[src/rtl/inertial_integrator_cal_if.sv]
// Sample/estimate bundle between the inertial sensor front end and the balance controller.
interface inertial_integrator_cal_if #(
  parameter int DW = 16
);
  logic                 vld;
  logic signed [DW-1:0] ptch_rt;
  logic signed [DW-1:0] AZ;
  logic                 fuse_en;
  logic                 cal_start;
  logic signed [DW-1:0] ptch;
  logic                 ptch_vld;
  logic                 cal_busy;
  logic                 cal_done;
  logic                 sat;

  modport master (
    output vld, ptch_rt, AZ, fuse_en, cal_start,
    input  ptch, ptch_vld, cal_busy, cal_done, sat
  );

  modport slave (
    input  vld, ptch_rt, AZ, fuse_en, cal_start,
    output ptch, ptch_vld, cal_busy, cal_done, sat
  );
endinterface

[src/rtl/inertial_integrator_cal.sv]
// Saturating pitch integrator with accel-driven fusion nudge and run-time offset calibration.
module inertial_integrator_cal #(
  parameter int DW        = 16,
  parameter int IW        = 27,
  parameter int ACC_SCALE = 327,
  parameter int ACC_SHIFT = 13,
  parameter int FUSE_STEP = 1024,
  parameter int CAL_LOG2  = 8,
  parameter logic [DW-1:0] RT_OFF0 = 'h0050,
  parameter logic [DW-1:0] AZ_OFF0 = 'h00A0
) (
  input  logic clk,
  input  logic rst_n,
  inertial_integrator_cal_if.slave bus
);

  localparam int PW = 2 * DW;
  localparam int SW = IW + 2;
  localparam int AW = DW + CAL_LOG2;
  localparam logic signed [DW-1:0] SCALE   = DW'(ACC_SCALE);
  localparam logic signed [SW-1:0] STEP    = SW'(FUSE_STEP);
  localparam logic signed [SW-1:0] SUM_MAX = {3'b000, {(IW-1){1'b1}}};
  localparam logic signed [SW-1:0] SUM_MIN = {3'b111, {(IW-1){1'b0}}};

  typedef enum logic [1:0] {RUN, CAL_ACC, CAL_APPLY} state_t;
  state_t state, state_nx;

  logic signed [IW-1:0] ptch_int, sum_clamped;
  logic signed [PW-1:0] product;
  logic signed [DW-1:0] rt_off, az_off, rt_c, az_c, ptch_acc, ptch_cur;
  logic signed [AW-1:0] rt_acc, az_acc;
  logic [CAL_LOG2-1:0]  cnt;
  logic signed [SW-1:0] step, sum;
  logic                 clamp, run_vld, ptch_vld_q, cal_done_q, sat_q;

  assign ptch_cur = ptch_int[IW-1 -: DW];
  assign rt_c     = bus.ptch_rt - rt_off;
  assign az_c     = bus.AZ - az_off;
  // product holds the previous accepted sample, giving fusion a one-sample lag
  assign ptch_acc = DW'(product >>> ACC_SHIFT);
  assign run_vld  = (state == RUN) && bus.vld;

  always_comb begin
    step = '0;
    if (bus.fuse_en) begin
      if (ptch_acc > ptch_cur)      step = STEP;
      else if (ptch_acc < ptch_cur) step = -STEP;
    end
    sum         = SW'(ptch_int) - SW'(rt_c) + step;
    clamp       = 1'b0;
    sum_clamped = sum[IW-1:0];
    if (sum > SUM_MAX) begin
      sum_clamped = SUM_MAX[IW-1:0];
      clamp       = 1'b1;
    end else if (sum < SUM_MIN) begin
      sum_clamped = SUM_MIN[IW-1:0];
      clamp       = 1'b1;
    end
  end

  always_ff @(posedge clk) begin
    if (!rst_n) state <= RUN;
    else        state <= state_nx;
  end

  always_comb begin
    state_nx = state;
    case (state)
      RUN:       if (bus.cal_start)            state_nx = CAL_ACC;
      CAL_ACC:   if (bus.vld && (cnt == '1))   state_nx = CAL_APPLY;
      CAL_APPLY:                               state_nx = RUN;
      default:                                 state_nx = RUN;
    endcase
  end

  always_ff @(posedge clk) begin
    if (!rst_n) begin
      ptch_int   <= '0;
      product    <= '0;
      rt_acc     <= '0;
      az_acc     <= '0;
      cnt        <= '0;
      rt_off     <= RT_OFF0;
      az_off     <= AZ_OFF0;
      ptch_vld_q <= 1'b0;
      cal_done_q <= 1'b0;
      sat_q      <= 1'b0;
    end else begin
      ptch_vld_q <= run_vld;
      cal_done_q <= (state == CAL_APPLY);
      case (state)
        RUN: begin
          if (bus.vld) begin
            ptch_int <= sum_clamped;
            product  <= PW'(az_c) * PW'(SCALE);
            if (clamp) sat_q <= 1'b1;
          end
          if (bus.cal_start) begin
            rt_acc <= '0;
            az_acc <= '0;
            cnt    <= '0;
          end
        end
        CAL_ACC: if (bus.vld) begin
          rt_acc <= rt_acc + AW'(bus.ptch_rt);
          az_acc <= az_acc + AW'(bus.AZ);
          cnt    <= cnt + CAL_LOG2'(1);
        end
        CAL_APPLY: begin
          rt_off   <= DW'(rt_acc >>> CAL_LOG2);
          az_off   <= DW'(az_acc >>> CAL_LOG2);
          ptch_int <= '0;
          product  <= '0;
          sat_q    <= 1'b0;
        end
        default: ;
      endcase
    end
  end

  assign bus.ptch     = ptch_cur;
  assign bus.ptch_vld = ptch_vld_q;
  assign bus.cal_busy = (state != RUN);
  assign bus.cal_done = cal_done_q;
  assign bus.sat      = sat_q;

endmodule
[src/flat_wrapper.sv]
// flat-port wrapper written by rule: the top's interface ports become plain ports
module inertial_integrator_cal_flat 
#(
  parameter int DW        = 16,
  parameter int IW        = 27,
  parameter int ACC_SCALE = 327,
  parameter int ACC_SHIFT = 13,
  parameter int FUSE_STEP = 1024,
  parameter int CAL_LOG2  = 8,
  parameter logic [DW-1:0] RT_OFF0 = 'h0050,
  parameter logic [DW-1:0] AZ_OFF0 = 'h00A0
)
  (clk, rst_n, bus_vld, bus_ptch_rt, bus_AZ, bus_fuse_en, bus_cal_start, bus_ptch, bus_ptch_vld, bus_cal_busy, bus_cal_done, bus_sat);
  inertial_integrator_cal_if #(.DW(DW)) bus_i ();
  input  logic clk;
  input  logic rst_n;
  input wire logic [$bits(bus_i.vld)-1:0] bus_vld;
  input wire logic [$bits(bus_i.ptch_rt)-1:0] bus_ptch_rt;
  input wire logic [$bits(bus_i.AZ)-1:0] bus_AZ;
  input wire logic [$bits(bus_i.fuse_en)-1:0] bus_fuse_en;
  input wire logic [$bits(bus_i.cal_start)-1:0] bus_cal_start;
  output wire logic [$bits(bus_i.ptch)-1:0] bus_ptch;
  output wire logic [$bits(bus_i.ptch_vld)-1:0] bus_ptch_vld;
  output wire logic [$bits(bus_i.cal_busy)-1:0] bus_cal_busy;
  output wire logic [$bits(bus_i.cal_done)-1:0] bus_cal_done;
  output wire logic [$bits(bus_i.sat)-1:0] bus_sat;
  assign bus_i.vld = bus_vld;
  assign bus_i.ptch_rt = bus_ptch_rt;
  assign bus_i.AZ = bus_AZ;
  assign bus_i.fuse_en = bus_fuse_en;
  assign bus_i.cal_start = bus_cal_start;
  assign bus_ptch = bus_i.ptch;
  assign bus_ptch_vld = bus_i.ptch_vld;
  assign bus_cal_busy = bus_i.cal_busy;
  assign bus_cal_done = bus_i.cal_done;
  assign bus_sat = bus_i.sat;
  inertial_integrator_cal #(.DW(DW), .IW(IW), .ACC_SCALE(ACC_SCALE), .ACC_SHIFT(ACC_SHIFT), .FUSE_STEP(FUSE_STEP), .CAL_LOG2(CAL_LOG2), .RT_OFF0(RT_OFF0), .AZ_OFF0(AZ_OFF0)) u_core (.clk(clk), .rst_n(rst_n), .bus(bus_i));
endmodule
[config.mk]
export PLATFORM = sky130hd
export DESIGN_NAME = inertial_integrator_cal_flat
export DESIGN_NICKNAME = d
export VERILOG_FILES = /design/src/rtl/inertial_integrator_cal_if.sv /design/src/rtl/inertial_integrator_cal.sv /design/src/flat_wrapper.sv
export SDC_FILE = /design/constraint.sdc
export NUM_CORES = 1
export LEC_CHECK = 0
export BUFFER_PORTS_ARGS = -buffer_cell sky130_fd_sc_hd__buf_2
export CAP_MARGIN = 40
export CORE_ASPECT_RATIO = 0.8
export CORE_UTILIZATION = 50
export DETAILED_ROUTE_END_ITERATION = 10
export PLACE_DENSITY = 0.67
export RECOVER_POWER = 50
export SKIP_LAST_GASP = 1
export SLEW_MARGIN = 20
export SYNTH_ARGS = -nofsm -noshare
export SYNTH_HDL_FRONTEND = slang
export SYNTH_SLANG_ARGS = --single-unit
export TNS_END_PERCENT = 100
[constraint.sdc]
create_clock -name clk -period 10.8 [get_ports clk]
set_input_delay 0 -clock clk [delete_from_list [all_inputs] [get_ports clk]]
set_output_delay 0 -clock clk [all_outputs]
set_load 0.02 [all_outputs]
**Word level (Yosys, flattened, before mapping)**

Cells that the tools add are included.

- Add/subtract/negate cells: 7
- Mux-type cells: 25
- Equal/unequal tests: 8
- Multiply operators: 1
- Order comparisons: 4
- Reductions and logical operators: 10

Operators by type and width:

| operator | count |
|---|---|
| $mux W29 | 4 |
| $pmux W24 S2 | 2 |
| $mux W27 | 3 |
| $mux W24 | 3 |
| $pmux W29 S2 | 1 |
| $pmux W27 S2 | 1 |
| $add A24 B16 Y24 | 2 |
| $sub A16 B16 Y16 | 2 |
| $add A29 B29 Y29 | 1 |
| $gt A29 B27 Y1 const B | 1 |
| $lt A29 B27 Y1 const B | 1 |
| $sub A27 B16 Y28 | 1 |
| $mul A16 B10 Y26 const B | 1 |
| $gt A16 B16 Y1 | 1 |
| $lt A16 B16 Y1 | 1 |
| $mux W8 | 2 |
| $pmux W8 S2 | 1 |
| $add A8 B1 Y8 const B | 1 |
| $eq A8 B8 Y1 const B | 1 |
| $ne A2 B2 Y1 const B | 3 |
| $reduce_and A3 Y1 | 2 |
| $reduce_bool A2 Y1 | 3 |
| $mux W1 | 4 |
| $mux W2 | 2 |
| 8 further kinds | 11 |

- Output and inout port bits: 20
- Register bits after elaboration: 149

**Longest topological paths before layout**

- Word-level depth: 11
- Depth in mapped cells: 35
- Depth with buffers taken out: 34

**Worst setup path before layout**

Ideal clock, no wire load.

- Path type: reg-to-reg
- Start: register u_core.az_off[1]
- End: register u_core.product[27]
- Arrival time: 6.387 ns
- Cell stages (with the launch flop): 23
- Path slack: 4.288 ns
- Buffers on the path: 0
- Path through: dfxtp_1 inv_1 ha_1 nor2b_1 o2111ai_1 nand4_1 a221oi_1 nand2b_1 a21oi_1 xnor2_1 ha_1 ha_1 fa_1 fa_1 fa_1 ha_1 or4_1 o21a_1 o41a_1 or2_2 o211ai_1 xor2_1 o21ai_1

- Longest elaborated chain between the ends: 4

Ends and longest elaborated chain:

| item | line | text |
|---|---|---|
| from (decl) | inertial_integrator_cal.sv:30 | `logic signed [DW-1:0] rt_off, az_off, rt_c, az_c, ptch_acc, ptch_cur;` |
| from (signal assigned) | inertial_integrator_cal.sv:111 | `az_off <= DW'(az_acc >>> CAL_LOG2);` |
| $sub A16 B16 Y16 | inertial_integrator_cal.sv:38 | `assign az_c = bus.AZ - az_off;` |
| $mul A16 B10 Y26 | inertial_integrator_cal.sv:95 | `product <= PW'(az_c) * PW'(SCALE);` |
| $mux W29 | inertial_integrator_cal.sv:93 | `if (bus.vld) begin` |
| $pmux W29 S2 | inertial_integrator_cal.sv:91 | `case (state)` |
| to (signal assigned) | inertial_integrator_cal.sv:95 |  |
| to (decl) | inertial_integrator_cal.sv:29 | `logic signed [PW-1:0] product;` |

Every way passes these cells. The select of a mux whose other input is x is not followed.
A chain may end at the register's enable or synchronous reset.

**Final worst setup path**

- Start: register u_core.rt_off[0]
- End: register u_core.ptch_int[9]

- Longest elaborated chain between the ends: 8

Ends and longest elaborated chain:

| item | line | text |
|---|---|---|
| from (decl) | inertial_integrator_cal.sv:30 |  |
| from (signal assigned) | inertial_integrator_cal.sv:110 | `rt_off <= DW'(rt_acc >>> CAL_LOG2);` |
| $sub A16 B16 Y16 * | inertial_integrator_cal.sv:37 | `assign rt_c = bus.ptch_rt - rt_off;` |
| $sub A27 B16 Y28 * | inertial_integrator_cal.sv:49 | `sum = SW'(ptch_int) - SW'(rt_c) + step;` |
| $add A29 B29 Y29 * | inertial_integrator_cal.sv:49 |  |
| $lt A29 B27 Y1 | inertial_integrator_cal.sv:55 | `end else if (sum < SUM_MIN) begin` |
| $mux W27 | inertial_integrator_cal.sv:55 |  |
| $mux W27 * | inertial_integrator_cal.sv:52 | `if (sum > SUM_MAX) begin` |
| $mux W27 * | inertial_integrator_cal.sv:93 |  |
| $pmux W27 S2 * | inertial_integrator_cal.sv:91 |  |
| to (signal assigned) | inertial_integrator_cal.sv:94 | `ptch_int <= sum_clamped;` |
| to (decl) | inertial_integrator_cal.sv:28 | `logic signed [IW-1:0] ptch_int, sum_clamped;` |

Mark *: on every way between the ends. The rest lies on a longest branch, timed or not. The select of a mux whose other input is x is not followed.

==> flow_summary.toml <==
[global_routing]
grt_max_degree = 60
grtUsageTotal_pct = 24.0
grt_pass1_vias = 10600
grt_antenna_before_repair = 0
grt_overflow = 0
grt_pass1_wl_mm = 52.7

[yosys]
synthArstFlopShare_pct = 0
yosysWarnings = 0
synth_top_family_by_area = "adder cells"
yosys_register_bits = 133
synth_top_area_share_pct = 20.2
syn_area_um2 = 13200
ys.flop_type = "dfxtp_1"
yosys.area_share.simple_pct = 14.0
synth_top_area_cell = "dfxtp_1"
synthXorXnorAreaFrac_pct = 8.62
synthAdderAreaFrac_pct = 26.8
synth_edf_count = 0
ys_seq_area_share_pct = 20.2
syn_nets = 1886
avgSynthCellArea_um2 = 8.29
synth.area.mux_share_pct = 0.152
synth_compound_area_share_pct = 23.3
synth.area.top_cells = "dfxtp_1, ha_1, fa_1"
synth.distinct_cells = 77
syn_inst = 1594

[final_layout]
fillerInstances = 2412
area_delta_synth_final_pct = 8.24
final_area_um2 = 14300
antennaDiodeCount = 0
drive_above_1_share_pct = 6.04
finalNonFillerCells = 1989
nNetsFinal = 1917

[flow_run]
maxCapViolations = 4

[routing]
drtIter0Drc = 711
routed_via_density = 5.70
vias = 11300
ant_nets = 0
drc = 0
firstDrtPassIters = 5
routed_wl_mm = 31.5
avgRoutedWirePerCell_um = 15.8

[die]
ioPinCount = 57
fp.dieH_um = 147
core_um2 = 25600
die_w_um = 184
dieArea_um2 = 27100
row_count = 52
start_util_pct = 51.5

[placement]
place_ws_ps = 3600
dp.cells = 1953
hpwl_mm = 24.5
numPortBuffers = 56
dpl_cell_area_um2 = 13700
gp_congestion = 0.929

[setup_path]
crit_type = "flop to flop"
cp.required_ps = 11120
worstSetupEndpointType = "flop"
arrival_ps = 7610
critPathSlowestCell = "o31ai_1"
critPathLaunchType = "flop"
critPathMaxStageDelay_ps = 630
rrSetupSlack_ps = 3500
reg2reg_depth = 31
timing.rr.start = "u_core.rt_off[0]"
rr_endpoint = "u_core.ptch_int[9]"
cp_max_fo = 22
cp_common_cell = "a21oi_1"

[cts]
clk_pin_slew_ps = 70
cts_num_sinks = 133
clk_path_buf_depth = 2
ctsHtreeMaxLevel = 4
cts-resized-gates = 0
ctsRootBufferMaster = "clkbuf_16"
cts_setup_buffers = 0
cts_tree = "done"
cts_hold_buf = 3
cts_buffers = 17
clk_latency_ps = 440

[run_status]
run_status = "finished, violations left"
violations = "capacitance limit, slew limit"

[sta]
rsz0062_at_grt = "no"
setup_tns_ps = 0
drv_slew = 147
setup_ws_ps = 3500
worst_pin_slew_ps = 2830
finalSetupViolCount = 0
finalHoldViolCount = 0
max_freq_ghz = 0.137
relSlewSlack_pct = -89.0
fin_skew_ps = 9.87
period_needed_ps = 7300
period_share_pct = 67.6

[worst_hold_path]
hold_depth = 4
holdPathEnd = "u_core.az_acc[0]"
min_from = "bus_AZ[0]"
hp-class = "input pin to flop"

[pwr]
p_leak_nw = 6.43
ir_worst_vdd_v = 0.000170
power_w = 0.00377
power_density_nw_per_um2 = 264
## where the power goes
| part | internal (W) | switching [W] | leakage [nW] |
|---|---|---|---|
| Combinational | 0.00115 | 0.00143 | 5.08 |
| Clock | 0.000304 | 0.000264 | 0.266 |
| Sequential | 0.000557 | 0.0000753 | 1.08 |
| Total | 0.00201 | 0.00176 | 6.43 |
## Yosys cell counts (11+ instances only)
library cell	instances
a21oi_1	141
o21bai_1	14
a221o_1	23
fa_1	47
inv_1	161
clkbuf_1	30
nor3_1	20
buf_4	18
dfxtp_1	133
ha_1	208
o21ai_0	59
o211ai_1	16
nand2_1	138
xor2_1	46
nand4_1	16
a21o_1	48
nor2_1	101
nand3_1	28
nor2b_1	19
a211oi_1	11
nand2b_1	18
o21a_1	22
xnor2_1	84
a22oi_1	25
## layout by cell type (no fill, tap or decap), drive strengths merged, types with 5 or more instances in the layout
cell,n
a211o,5
a211oi,14
a21o,48
a21oi,143
a221o,23
a22o,7
a22oi,25
a31oi,10
and2,5
and3,9
and4,8
buf,43
clkbuf,44
dfxtp,133
fa,47
ha,208
inv,172
nand2,138
nand2b,18
nand3,28
nand4,16
nor2,102
nor2b,19
nor3,20
nor4,11
o211ai,16
o21a,23
o21ai,66
o21bai,15
o22ai,6
o31a,5
o31ai,11
or2,5
or3,6
xnor2,84
xor2,46
## flip-flops by register name (all words and copies together) (netlist names), 2 cells and up
signal,count
u_core.rt_acc,24
u_core.ptch_int,27
u_core.state,2
u_core.product,13
u_core.az_off,16
u_core.cnt,8
u_core.az_acc,24
u_core.rt_off,16
## stage by stage
step / hold slack (ps) / utilization [%]
after floorplan: 173 / -
after global placement: 355 / 53.5
after detailed placement: 359 / 53.6
after CTS: 33.8 / 56.0
after global routing: 69.6 / 55.8
final: 44.5 / 55.8
## kinds of logic after synthesis
| group | after synthesis |
|---|---|
| AO/OA/AOI/OAI | 456 |
| flip-flops | 133 |
| adder cells (fa/ha/maj) | 255 |
| multiplexers | 2 |
| AND/OR/NAND/NOR | 394 |
| buffers and inverters | 224 |
| XOR/XNOR | 130 |
## worst max path at each step
stage	end	cells after the start	from
floorplan	u_core.product[27]	22	u_core.az_off[1]
global placement	u_core.ptch_int[14]	33	u_core.rt_off[0]
detailed placement	u_core.ptch_int[18]	33	u_core.rt_off[0]
CTS	u_core.ptch_int[13]	33	u_core.rt_off[0]
global route	u_core.ptch_int[18]	34	u_core.rt_off[0]
finish	u_core.ptch_int[9]	31	u_core.rt_off[0]
## critical path: cells and delay by family (launching register included)
kind | cells | cell delay [ps]
DFF | 1 | 330
xor gates and xnor gates | 3 | 460
and+or+nand+nor | 4 | 590
AOI/OAI and AO/OA | 18 | 4260
buffers and inverters | 2 | 280
adders and majority gates | 4 | 1230
## per-layer routing
metal | up-vias | global-route usage, % | share of wire [%]
met5 | - | 0 | 0
met4 | 0 | 5.54 | 1.0
met3 | 23 | 3.15 | 4.0
met2 | 239 | 36.6 | 43
met1 | 5346 | 35.6 | 52
li1 | 5725 | - | -
## cell type report
cell class              count  area, um^2  area share [%]
clock buffers              17         425            2.97
well taps                 351         439            3.07
multi-input cells        1237        9640            67.4
repair buffers             73         382            2.67
clock inverters            15         141           0.989
inverters                 163         612            4.28
flip-flops and latches    133        2660            18.6
No activity file was read; power rests on OpenSTA's default activity.
